[src/rtl/pwc_pkg.sv]
// Shared types and helpers for the pulse width checker.
package pwc_pkg;

   typedef enum logic [1:0] {
      IDLE = 2'd0,
      HIGH = 2'd1,
      LONG = 2'd2
   } pwc_state_e;

   localparam int PWC_PW_MIN_DEF = 16;
   localparam int PWC_PW_MAX_DEF = 16;
   localparam int PWC_CNT_W_DEF  = 8;

   // Increment that holds at the all-ones value of a width-bit field.
   function automatic logic [31:0] pwc_sat_inc(input logic [31:0] val,
                                               input int unsigned width);
      logic [31:0] lim;
      lim = (width >= 32) ? '1 : ((32'd1 << width) - 32'd1);
      return (val >= lim) ? lim : (val + 32'd1);
   endfunction

endpackage

[src/rtl/pwc_chan.sv]
// One channel of the pulse width checker: FSM, width counter, error counter.
// Sticky error flags exist only when PWC_STICKY_EN is defined.
module pwc_chan
   import pwc_pkg::*;
#(
   parameter int PW_MIN = PWC_PW_MIN_DEF,
   parameter int PW_MAX = PWC_PW_MAX_DEF,
   parameter int CNT_W  = PWC_CNT_W_DEF,
   parameter int WID_W  = $clog2(PW_MAX + 2)
) (
   input  logic             clk,
   input  logic             rst,
   input  logic             en_i,
   input  logic             chan_en_i,
   input  logic             sticky_clr_i,
   output logic             ok_o,
   output logic             short_err_o,
   output logic             long_err_o,
   output logic [WID_W-1:0] last_wid_o,
   output logic [CNT_W-1:0] err_cnt_o,
   output logic             sticky_short_o,
   output logic             sticky_long_o
);

   localparam logic [WID_W-1:0] LIM  = WID_W'(PW_MAX + 1);
   localparam logic [WID_W-1:0] MINV = WID_W'(PW_MIN);

   pwc_state_e       r_state;
   pwc_state_e       w_state_nxt;
   logic [WID_W-1:0] r_cnt;
   logic [WID_W-1:0] w_cnt_nxt;
   logic [WID_W-1:0] w_cnt_inc;
   logic             r_prev;

   logic             w_ok_nxt;
   logic             w_short_nxt;
   logic             w_long_nxt;
   logic             w_wid_ld;
   logic [WID_W-1:0] w_wid_nxt;

   logic             r_ok;
   logic             r_short;
   logic             r_long;
   logic [WID_W-1:0] r_wid;
   logic [CNT_W-1:0] r_err_cnt;

   assign w_cnt_inc = r_cnt + WID_W'(1);

   always_ff @(posedge clk or posedge rst) begin
      if (rst) begin
         r_state <= IDLE;
         r_cnt   <= '0;
         r_prev  <= 1'b1;
      end else begin
         r_state <= w_state_nxt;
         r_cnt   <= w_cnt_nxt;
         r_prev  <= en_i;
      end
   end

   // Disabling the channel abandons any pulse in flight without a report.
   always_comb begin
      w_state_nxt = r_state;
      w_cnt_nxt   = r_cnt;
      w_ok_nxt    = 1'b0;
      w_short_nxt = 1'b0;
      w_long_nxt  = 1'b0;
      w_wid_ld    = 1'b0;
      w_wid_nxt   = r_cnt;
      if (!chan_en_i) begin
         w_state_nxt = IDLE;
         w_cnt_nxt   = '0;
      end else begin
         case (r_state)
            IDLE: begin
               if (!r_prev && en_i) begin
                  w_state_nxt = HIGH;
                  w_cnt_nxt   = WID_W'(1);
               end
            end
            HIGH: begin
               if (en_i) begin
                  if (w_cnt_inc == LIM) begin
                     w_long_nxt  = 1'b1;
                     w_wid_ld    = 1'b1;
                     w_wid_nxt   = LIM;
                     w_state_nxt = LONG;
                  end
                  w_cnt_nxt = w_cnt_inc;
               end else begin
                  if (r_cnt < MINV) begin
                     w_short_nxt = 1'b1;
                  end else begin
                     w_ok_nxt = 1'b1;
                  end
                  w_wid_ld    = 1'b1;
                  w_wid_nxt   = r_cnt;
                  w_state_nxt = IDLE;
                  w_cnt_nxt   = '0;
               end
            end
            LONG: begin
               if (!en_i) begin
                  w_state_nxt = IDLE;
                  w_cnt_nxt   = '0;
               end
            end
            default: begin
               w_state_nxt = IDLE;
               w_cnt_nxt   = '0;
            end
         endcase
      end
   end

   always_ff @(posedge clk or posedge rst) begin
      if (rst) begin
         r_ok      <= 1'b0;
         r_short   <= 1'b0;
         r_long    <= 1'b0;
         r_wid     <= '0;
         r_err_cnt <= '0;
      end else begin
         r_ok    <= w_ok_nxt;
         r_short <= w_short_nxt;
         r_long  <= w_long_nxt;
         if (w_wid_ld) begin
            r_wid <= w_wid_nxt;
         end
         if (w_short_nxt || w_long_nxt) begin
            r_err_cnt <= CNT_W'(pwc_sat_inc(32'(r_err_cnt), CNT_W));
         end
      end
   end

`ifdef PWC_STICKY_EN
   logic r_sticky_short;
   logic r_sticky_long;

   // A new error on the same edge as a clear keeps the flag set.
   always_ff @(posedge clk or posedge rst) begin
      if (rst) begin
         r_sticky_short <= 1'b0;
         r_sticky_long  <= 1'b0;
      end else begin
         if (w_short_nxt) begin
            r_sticky_short <= 1'b1;
         end else if (sticky_clr_i) begin
            r_sticky_short <= 1'b0;
         end
         if (w_long_nxt) begin
            r_sticky_long <= 1'b1;
         end else if (sticky_clr_i) begin
            r_sticky_long <= 1'b0;
         end
      end
   end

   assign sticky_short_o = r_sticky_short;
   assign sticky_long_o  = r_sticky_long;
`else
   logic w_unused_clr;
   assign w_unused_clr   = sticky_clr_i;
   assign sticky_short_o = 1'b0;
   assign sticky_long_o  = 1'b0;
`endif

   assign ok_o        = r_ok;
   assign short_err_o = r_short;
   assign long_err_o  = r_long;
   assign last_wid_o  = r_wid;
   assign err_cnt_o   = r_err_cnt;

endmodule

[config.mk]
export PLATFORM = sky130hd
export DESIGN_NAME = pwc_chan
export DESIGN_NICKNAME = d
export VERILOG_FILES = /design/src/rtl/pwc_pkg.sv /design/src/rtl/pwc_chan.sv
export SDC_FILE = /design/constraint.sdc
export NUM_CORES = 1
export LEC_CHECK = 0
export BUFFER_PORTS_ARGS = -buffer_cell sky130_fd_sc_hd__buf_4
export CORE_MARGIN = 10
export CORE_UTILIZATION = 39
export DETAILED_ROUTE_END_ITERATION = 8
export SLEW_MARGIN = 25
export SYNTH_ARGS = -nofsm -noshare
export SYNTH_HDL_FRONTEND = slang
export SYNTH_SLANG_ARGS = --single-unit
[constraint.sdc]
create_clock -name clk -period 2.39 [get_ports clk]
set_clock_uncertainty 0.1 [all_clocks]
set_input_delay 0.1195 -clock clk [delete_from_list [all_inputs] [get_ports clk]]
set_output_delay 0.1195 -clock clk [all_outputs]
set_load 0.01 [all_outputs]
==> impl_metrics.json, run 1 <==
{
  "rsz0062_at_grt": "no",
  "synthDistinctLibCells": 45,
  "clkLatencyLatePin_ns": 0.32,
  "start_util": 0.4148,
  "multi_input_comb_area_um2": 600.6,
  "num_antenna_cells": 0,
  "drt-pass1-iter-count": 4,
  "synth.avg_cell_area_um2": 10.06,
  "min_path_type": "input pin to asynchronous set/reset pin",
  "ys_seq_area_frac": 0.4638,
  "cts_resized": 0,
  "yosys.area_share.simple": 0.1977,
  "crit_path_time_final_ns": 2.174,
  "critPathArrivalTime_ns": 2.30,
  "die-height_um": 77.68,
  "first_global_vias": 990,
  "xor_and_xnor_fraction_of_the_mapped_netlist_area": 0.006750,
  "first_pass_grt_wire_length_mm": 4.678,
  "final.fill_count": 290,
  "largest_net_degree_at_the_start_of_global_routing": 25,
  "required_time_of_the_critical_path_ns": 2.51,
  "critical_path.cell_chain": "ha_1 > and2_2 > and3_1 > o211ai_2 > nand2_1 > a2111oi_2",
  "grt_overflow": 0,
  "final_layout_size_suffix_gt1_frac": 0.2685,
  "grt_util_all_layers": 0.09222,
  "layout_common_cells": "sky130_fd_sc_hd__dfrtp_1 (23), sky130_fd_sc_hd__buf_4 (20), sky130_fd_sc_hd__a21oi_1 (11)",
  "cts-buffers-inserted": 3,
  "avgRoutedWirePerCell_um": 14.27,
  "async_flop_share": 1.000,
  "hold_violations": 0,
  "dpl_cell_area_um2": 1445,
  "power.leakage_nw": 0.6976,
  "numClockSinks": 24,
  "clkTransAtPathRegs_ns": 0.14,
  "powerDensity_nw_per_um2": 665.3,
  "drv_slew": 0,
  "end_of_flow_core_utilization": 0.4832,
  "max-clock-path-buffers": 2,
  "critical_path.max_fanout": 9,
  "timing.critical_path.slowest_cell_delay_ns": 0.51,
  "final_common_cell": "sky130_fd_sc_hd__dfrtp_1",
  "cts-htree-levels": 1,
  "floorplan.io_pins": 23,
  "grt_antenna_before_repair": 0,
  "synth_top_family_by_area": "simple AND/OR/NAND/NOR gates",
  "reg2reg_from": "r_cnt[0]",
  "final_cell_count_no_fill": 193,
  "die_area_um2": 6034,
  "io_buffer_count": 19,
  "final.setup.tns_ns": 0,
  "worst-slew-pin-transition_ns": 0.8844,
  "max-vdd-ir-drop_uv": 292.6,
  "layout.area.seq_um2": 601.8,
  "hold_ws_ns": 0.3182,
  "worstSetupPathType": "register to register",
  "report.final.setup_viol": 0,
  "setup.worst_path.start_class": "register",
  "post_synth_mux_area_share": 0.03664,
  "clk_root_buffer_cell": "sky130_fd_sc_hd__clkbuf_4",
  "syn2layout_area_growth_pct": 16.49,
  "syn_area_um2": 1297,
  "max-slew-margin-rel": 0.4067,
  "ys_ff_latch": 24,
  "antenna_left": 0,
  "setup.worst_path.start": "r_cnt[0]",
  "timing.final.crit_share": 0.9098,
  "status": "finished, final reports clean",
  "postCtsHoldBufs": 3,
  "post-place-cells": 186,
  "crit_slowest_cell": "sky130_fd_sc_hd__dfrtp_1",
  "floorplan.core_area_um2": 3128,
  "max_cap_viol_count": 0,
  "via_per_inst": 5.207,
  "synth_flop_cell": "sky130_fd_sc_hd__dfrtp_1",
  "final_net_count": 158,
  "timing.critical_path.max_delay_family": "compound AO/OA/AOI/OAI gates",
  "cp.buffers_inverters": 0,
  "synth-edff-count": 0,
  "die_w_um": 77.68,
  "final_cell_area_um2": 1511,
  "complex_gate_fraction_of_the_synthesized_area": 0.1871,
  "synthCells": 129,
  "gp_congestion": 0.7745,
  "detailedRoute.firstIterationViolations": 101,
  "routed_wl_mm": 2.755,
  "cts_setup_buffers": 0,
  "fp-row-count": 20,
  "cts_tree": "done",
  "vias": 1005,
  "fmax_mhz": 459.9,
  "ys_warn_count": 0,
  "hpwl_mm": 1.971,
  "synth_adder_area_share": 0.02893,
  "critical_path_end_type": "register",
  "dr_drc_count": 0
}
==> cells in the mapped netlist (2+ instances only) <==
| master | n | area share |
|---|---|---|
| sky130_fd_sc_hd__dfrtp_1 | 23 | 0.44 |
| sky130_fd_sc_hd__nand3_1 | 9 | 0.035 |
| sky130_fd_sc_hd__nor3_1 | 2 | 0.0077 |
| sky130_fd_sc_hd__o31ai_1 | 2 | 0.012 |
| sky130_fd_sc_hd__nor2_1 | 9 | 0.026 |
| sky130_fd_sc_hd__nand4b_1 | 2 | 0.014 |
| sky130_fd_sc_hd__and3_1 | 4 | 0.019 |
| sky130_fd_sc_hd__and3_2 | 3 | 0.017 |
| sky130_fd_sc_hd__o21ai_0 | 6 | 0.023 |
| sky130_fd_sc_hd__ha_1 | 3 | 0.029 |
| sky130_fd_sc_hd__a41oi_1 | 2 | 0.014 |
| sky130_fd_sc_hd__a2111oi_2 | 2 | 0.023 |
| sky130_fd_sc_hd__mux2_2 | 2 | 0.017 |
| sky130_fd_sc_hd__a21oi_1 | 11 | 0.042 |
| sky130_fd_sc_hd__nand2_1 | 7 | 0.020 |
| sky130_fd_sc_hd__a22o_1 | 2 | 0.014 |
| sky130_fd_sc_hd__inv_1 | 10 | 0.029 |
| sky130_fd_sc_hd__buf_4 | 3 | 0.017 |
==> worst paths after layout <==
| path | cells after the start | end | slack (ns) |
|---|---|---|---|
| hold / removal | 3 | last_wid_o[4] | 0.32 |
| max in group asynchronous | 3 | err_cnt_o[3] | 1.46 |
| min in group clk | 1 | r_state[0] | 0.40 |
| setup / recovery | 6 | r_state[0] | 0.22 |
| hold reg to reg | 1 | r_state[0] | 0.40 |
| setup reg to reg | 6 | r_state[0] | 0.22 |
==> routing by layer <==
metal / GRT usage / vias to the layer above / part of all wire
met3: 0.03226 / 4 / 0.056
li1: - / 498 / -
met5: 0 / - / 0
met4: 0.03832 / 0 / 0.010
met2: 0.1410 / 28 / 0.45
met1: 0.1150 / 475 / 0.48
==> cells by family after synthesis <==
logic type	after synthesis
AND/OR/NAND/NOR	45
AO/OA/AOI/OAI	33
other	1
adder cells (fa/ha/maj)	3
XOR/XNOR	1
buffers and inverters	18
flip-flops	24
multiplexers	4
==> through the flow <==
step	worst slack, ns	total power [mW]
detailed placement	0.2268	0.7933
CTS	0.2144	1.019
global placement	0.2707	0.7868
floorplan	0.4495	0.6795
finish	0.2156	1.006
global route	0.07857	1.074
==> worst register-to-register path, cell delays in order (launching register included) <==
cell and delay (ns):
sky130_fd_sc_hd__dfrtp_1 0.51, sky130_fd_sc_hd__ha_1 0.32, sky130_fd_sc_hd__and2_2 0.24, sky130_fd_sc_hd__and3_1 0.18, sky130_fd_sc_hd__o211ai_2 0.27, sky130_fd_sc_hd__nand2_1 0.11
sky130_fd_sc_hd__a2111oi_2 0.35
==> state kept, by name, summed over array words and instances (netlist names) <==
name and count:
err_cnt_o 8, last_wid_o 5, r_cnt 5, r_state 2
long_err_o 1, ok_o 1, r_prev 1, short_err_o 1
==> power by group <==
part           total (mW)  switching, mW  internal, mW
clock               0.221          0.128        0.0932
combinational       0.265          0.130         0.135
sequential          0.519         0.0600         0.459
total                1.01          0.318         0.687
==> cell type report <==
| type | instances | area share |
|---|---|---|
| Tap cell | 44 | 0.03642 |
| Timing Repair Buffer | 23 | 0.1192 |
| Sequential cell | 24 | 0.3982 |
| Clock buffer | 4 | 0.02401 |
| Multi-Input combinational cell | 88 | 0.3974 |
| Inverter | 10 | 0.02483 |
Note: power is estimated with default switching activity, not from simulation.
==> run 2: changes to the inputs <==
==> constraint.sdc (replaced) <==
create_clock -name clk -period 2.23 [get_ports clk]
set_clock_uncertainty 0.1 [all_clocks]
set_input_delay 0.446 -clock clk [delete_from_list [all_inputs] [get_ports clk]]
set_output_delay 0.446 -clock clk [all_outputs]
set_load 0.01 [all_outputs]
==> impl_metrics.json, run 2 (synthesis gave the netlist of run 1 again) <==
{
  "status": "finished, final reports clean",
  "floorplan.core_area_um2": 3128,
  "drv_slew": 0,
  "die-height_um": 77.68,
  "power.leakage_nw": 0.7120,
  "number_of_flip_flops_under_the_largest_register_name": 8,
  "grt_overflow": 0,
  "gp_congestion": 0.7803,
  "start_util": 0.4148,
  "clkTransAtPathRegs_ns": 0.13,
  "routed_wl_mm": 2.760,
  "report.power.total_mw": 1.054,
  "max-slew-margin-rel": 0.6226,
  "via_per_inst": 5.214,
  "cts-buffers-inserted": 3,
  "layout_common_cells": "sky130_fd_sc_hd__buf_4 (26), sky130_fd_sc_hd__dfrtp_1 (22), sky130_fd_sc_hd__a21oi_1 (11), sky130_fd_sc_hd__inv_1 (10)",
  "cts_tree": "done",
  "dr_drc_count": 0,
  "crit_slowest_cell": "sky130_fd_sc_hd__dfrtp_2",
  "worst-slew-pin-transition_ns": 0.5651,
  "clkLatencyLatePin_ns": 0.32,
  "max-vdd-ir-drop_uv": 375.5,
  "r2r-end": "r_state[0]",
  "grt_util_all_layers": 0.09355,
  "vias": 1022,
  "drt-pass1-iter-count": 6,
  "num_antenna_cells": 0,
  "min_path_type": "input pin to asynchronous set/reset pin",
  "hpwl_mm": 2.048,
  "rsz0062_at_grt": "no",
  "fp-row-count": 20,
  "powerDensity_nw_per_um2": 694.4,
  "setup.worst_path.start_class": "register",
  "largest_net_degree_at_the_start_of_global_routing": 25,
  "critical_path.max_fanout": 6,
  "reg2reg_slack_ns": 0.14,
  "end_of_flow_core_utilization": 0.4852,
  "max-clock-path-buffers": 2,
  "worstSetupPathType": "register to register",
  "die_w_um": 77.68,
  "reg2reg_from": "r_cnt[0]",
  "first_pass_grt_wire_length_mm": 4.761,
  "hold_ws_ns": 0.05653,
  "required_time_of_the_critical_path_ns": 2.35,
  "final_net_count": 161,
  "clk_root_buffer_cell": "sky130_fd_sc_hd__clkbuf_4",
  "avgRoutedWirePerCell_um": 14.08,
  "io_buffer_count": 19,
  "final_common_cell": "sky130_fd_sc_hd__buf_4",
  "postCtsHoldBufs": 0,
  "grt_antenna_before_repair": 0,
  "r2r.worst_path.cells": 6,
  "report.final.setup_viol": 0,
  "critical_path_end_type": "register",
  "crit_path_time_final_ns": 2.086,
  "timing.critical_path.slowest_cell_delay_ns": 0.47,
  "die_area_um2": 6034,
  "critical_path.cell_chain": "ha_1 > and2_2 > and3_1 > o211ai_2 > nand2_1 > a2111oi_2",
  "cts-htree-levels": 1,
  "fmax_mhz": 479.3,
  "first_global_vias": 1081,
  "floorplan.io_pins": 23,
  "antenna_left": 0,
  "numClockSinks": 24,
  "critPathArrivalTime_ns": 2.21,
  "detailedRoute.firstIterationViolations": 97,
  "syn2layout_area_growth_pct": 16.97,
  "hold_violations": 0,
  "max_cap_viol_count": 0,
  "final.fill_count": 308,
  "final.setup.tns_ns": 0,
  "timing.final.crit_share": 0.9355,
  "final_layout_size_suffix_gt1_frac": 0.3026
}
-- run 2: worst max-delay path by stage --
stage	to	slack [ns]	depth (start not counted)	start
floorplan	err_cnt_o[3]	0.29	9	r_cnt[0]
global placement	err_cnt_o[7]	0.15	6	r_cnt[0]
detailed placement	r_state[0]	0.10	6	r_cnt[0]
CTS	r_state[0]	0.09	6	r_cnt[0]
global route	r_state[0]	0.06	6	r_cnt[0]
finish	r_state[0]	0.14	6	r_cnt[0]
-- run 2: final cells by class --
class	count	area [µm²]	share of cell area
multi-input combinational	88	600.6	0.3957
timing repair buffer	26	195.2	0.1286
clock buffer	4	26.28	0.01731
inverter	10	37.54	0.02473
sequential	24	603.1	0.3974
tap	44	55.05	0.03627
-- run 2: power by group --
group	internal (mW)	switching, mW
clock	0.0700	0.133
sequential	0.493	0.0616
combinational	0.151	0.146
total	0.714	0.340
-- run 2: through the flow --
step,instance area (µm²),setup slack (ns),std cells
after floorplan,1301,0.2895,130
after global placement,1468,0.1536,189
after detailed placement,1468,0.1022,189
after CTS,1494,0.08511,193
after global routing,1518,0.05577,196
final,1518,0.1438,196
-- run 2: what timing repair did --
item,4_1_cts,5_1_grt
resized for setup,0,1
buffers inserted,0,3
setup endpoints to repair,0,8
-- run 2: routing by layer --
layer / vias up / GRT usage / share of wire
met4: 0 / 0.04015 / 0.0091
li1: 505 / - / -
met3: 4 / 0.02419 / 0.061
met1: 470 / 0.1080 / 0.45
met2: 43 / 0.1592 / 0.48
met5: - / 0 / 0
-- run 2: worst max-delay path, delay by kind of cell (launching register included) --
family | cells | cell delay (ns)
simple gates | 3 | 0.53
flops | 1 | 0.47
fa+ha+maj | 1 | 0.29
compound gates | 2 | 0.59
==> run 3: changes to the inputs <==
Settings changed: ABC_AREA from default to 1, CTS_BUF_LIST from default to sky130_fd_sc_hd__clkbuf_4, PLACE_DENSITY_LB_ADDON from default to 0.2.
==> impl_metrics.json, run 3 <==
{
  "top_cell_type_by_total_area_after_synthesis": "sky130_fd_sc_hd__dfrtp_1",
  "synthTopCellsByCount": "sky130_fd_sc_hd__nand2_1 (56), sky130_fd_sc_hd__dfrtp_1 (23), sky130_fd_sc_hd__nand3_1 (23)",
  "power.leakage_nw": 0.8145,
  "power_frac_seq": 0.484,
  "first_pass_grt_wire_length_mm": 5.030,
  "power.switching_uw": 322.8,
  "layout_common_cells": "sky130_fd_sc_hd__nand2_1 (56), sky130_fd_sc_hd__nand3_1 (23), sky130_fd_sc_hd__dfrtp_1 (23), sky130_fd_sc_hd__buf_4 (20), sky130_fd_sc_hd__inv_1 (15)",
  "worst-slew-pin-transition_ns": 0.5115,
  "via_per_inst": 4.991,
  "max_cap_viol_count": 0,
  "critical_path.max_fanout": 13,
  "async_flop_share": 1.000,
  "ys_seq_area_frac": 0.4706,
  "avgRoutedWirePerCell_um": 12.75,
  "cts_resized": 0,
  "routed_wl_mm": 2.868,
  "max-clock-path-buffers": 2,
  "syn_area_um2": 1279,
  "hpwl_mm": 2.121,
  "end_of_flow_core_utilization": 0.4879,
  "cts-htree-levels": 1,
  "report.final.setup_viol": 0,
  "max-vdd-ir-drop_uv": 261.7,
  "hold_violations": 0,
  "die_w_um": 77.26,
  "final_common_cell": "sky130_fd_sc_hd__nand2_1",
  "drt-pass1-iter-count": 4,
  "worstSetupPathType": "register to register",
  "final_critical_path_setup_slack_ns": 0.3575,
  "vias": 1123,
  "gp_congestion": 0.8590,
  "floorplan.io_pins": 23,
  "fmax_mhz": 534.0,
  "io_buffer_count": 19,
  "setup.worst_path.start_class": "register",
  "clock_power_share": 0.301,
  "dr_drc_count": 0,
  "drv_slew": 0,
  "largest_net_degree_at_the_start_of_global_routing": 25,
  "internal_power_uw": 767.3,
  "clk_root_buffer_cell": "sky130_fd_sc_hd__clkbuf_4",
  "postCtsHoldBufs": 0,
  "fp-row-count": 20,
  "final_net_count": 190,
  "number_of_flip_flops_under_the_largest_register_name": 8,
  "die-height_um": 77.26,
  "cts-buffers-inserted": 3,
  "final_cell_count_no_fill": 225,
  "crit_path_time_final_ns": 1.872,
  "ys_ff_latch": 24,
  "rsz0062_at_grt": "no",
  "switching_share": 0.2961,
  "grt_overflow": 0,
  "required_time_of_the_critical_path_ns": 2.42,
  "timing.final.crit_share": 0.8397,
  "min_path_type": "input pin to asynchronous set/reset pin",
  "start_util": 0.4121,
  "syn2layout_area_growth_pct": 18.40,
  "final.setup.tns_ns": 0,
  "yosys_top_cell_area_share": 0.4501,
  "powerDensity_nw_per_um2": 720.0,
  "max-slew-margin-rel": 0.6567,
  "numClockSinks": 24,
  "synth-edff-count": 0,
  "synthDistinctLibCells": 28,
  "critPathArrivalTime_ns": 2.06,
  "final_layout_size_suffix_gt1_frac": 0.2099,
  "antenna_left": 0,
  "synth.avg_cell_area_um2": 8.042,
  "cts_setup_buffers": 0,
  "first_global_vias": 1106,
  "post-place-cells": 221,
  "clkLatencyLatePin_ns": 0.33,
  "synth_most_common_cell": "sky130_fd_sc_hd__nand2_1",
  "report.power.total_mw": 1.090,
  "critical_path_end_type": "register",
  "synth_flop_cell": "sky130_fd_sc_hd__dfrtp_1",
  "clkTransAtPathRegs_ns": 0.14,
  "ys_warn_count": 0,
  "grt_util_all_layers": 0.1005,
  "detailedRoute.firstIterationViolations": 82,
  "power.share.combinational": 0.216,
  "synthCells": 159,
  "setup_slack_at_placement_ns": 0.3946,
  "grt_antenna_before_repair": 0,
  "die_area_um2": 5969,
  "num_antenna_cells": 0,
  "post_synth_main_area_contributors": "sky130_fd_sc_hd__dfrtp_1 (45%), sky130_fd_sc_hd__nand2_1 (16%), sky130_fd_sc_hd__nand3_1 (9.0%)",
  "status": "finished, final reports clean",
  "floorplan.core_area_um2": 3103,
  "cts_tree": "done"
}
[run 3: cell types whose count changed after synthesis, sizes merged, moves of 3 or more]
cell,change
a22o,-3
inv,+8
mux2,-3
nor2,-4
and3,-7
clkbuf,-3
a21oi,-10
nand2,+52
nand4,+3
nand3,+13
[run 3: power by group through the flow]
stage	logic, mW	clock network [mW]	registers, mW
finish	0.235	0.328	0.527
global route	0.274	0.345	0.535
CTS	0.240	0.329	0.526
floorplan	0.132	0	0.542
global placement	0.231	0	0.531
detailed placement	0.239	0	0.535
[run 3: path summary, 6_finish.rpt]
path / start / end / slack, ns / cells after the start
worst min-delay path: rst / err_cnt_o[7] / 0.04 / 3
worst max-delay path: r_cnt[1] / err_cnt_o[2] / 0.36 / 8
min in group clk: en_i / r_prev / 0.15 / 1
worst min register to register: last_wid_o[2] / last_wid_o[2] / 0.40 / 2
max in group asynchronous: rst / r_prev / 1.71 / 3
worst max register to register: r_cnt[1] / err_cnt_o[2] / 0.36 / 8
[run 3: cell type report]
type	count	area (µm²)
Tap cell	44	55.05
Clock buffer	3	22.52
Sequential cell	24	601.8
Multi-Input combinational cell	115	586.8
Clock inverter	1	30.03
Inverter	18	67.56
Timing Repair Buffer	20	150.1
Fill cell	319	1589
[run 3: metal layers]
metal	track usage	vias to the layer above	wire, µm
met5	0	-	0
met4	0.04927	0	58
met3	0.02448	5	185
met2	0.1547	32	1290
met1	0.1273	530	1334
li1	-	556	-
[run 3: kinds of logic after synthesis]
| logic type | share of synthesized area |
|---|---|
| and+or+nand+nor | 0.3542 |
| DFF | 0.4706 |
| buffers and inverters | 0.07338 |
| AOI/OAI and AO/OA | 0.06262 |
| adders and majority gates | 0.02936 |
| xor gates and xnor gates | 0.006851 |
| other | 0.002933 |
[run 3: critical path, cell delays in order, from the launching register on]
cell and delay (ns):
sky130_fd_sc_hd__dfrtp_1 0.46, sky130_fd_sc_hd__ha_1 0.24, sky130_fd_sc_hd__inv_1 0.07, sky130_fd_sc_hd__nand2_1 0.08
sky130_fd_sc_hd__a21boi_2 0.24, sky130_fd_sc_hd__nand4_4 0.25, sky130_fd_sc_hd__nand2_2 0.24, sky130_fd_sc_hd__nand2_1 0.08
sky130_fd_sc_hd__nand2_1 0.06
[run 3: metrics by stage]
| stage | hold WS (ns) | instance area [µm²] |
|---|---|---|
| 5_1_grt | 0.06903 | 1514 |
| 3_3_place_gp | 0.3563 | 1461 |
| 4_1_cts | 0.05162 | 1514 |
| 6_report | 0.04073 | 1514 |
| 2_1_floorplan | 0.3505 | 1282 |
| 3_5_place_dp | 0.3640 | 1461 |
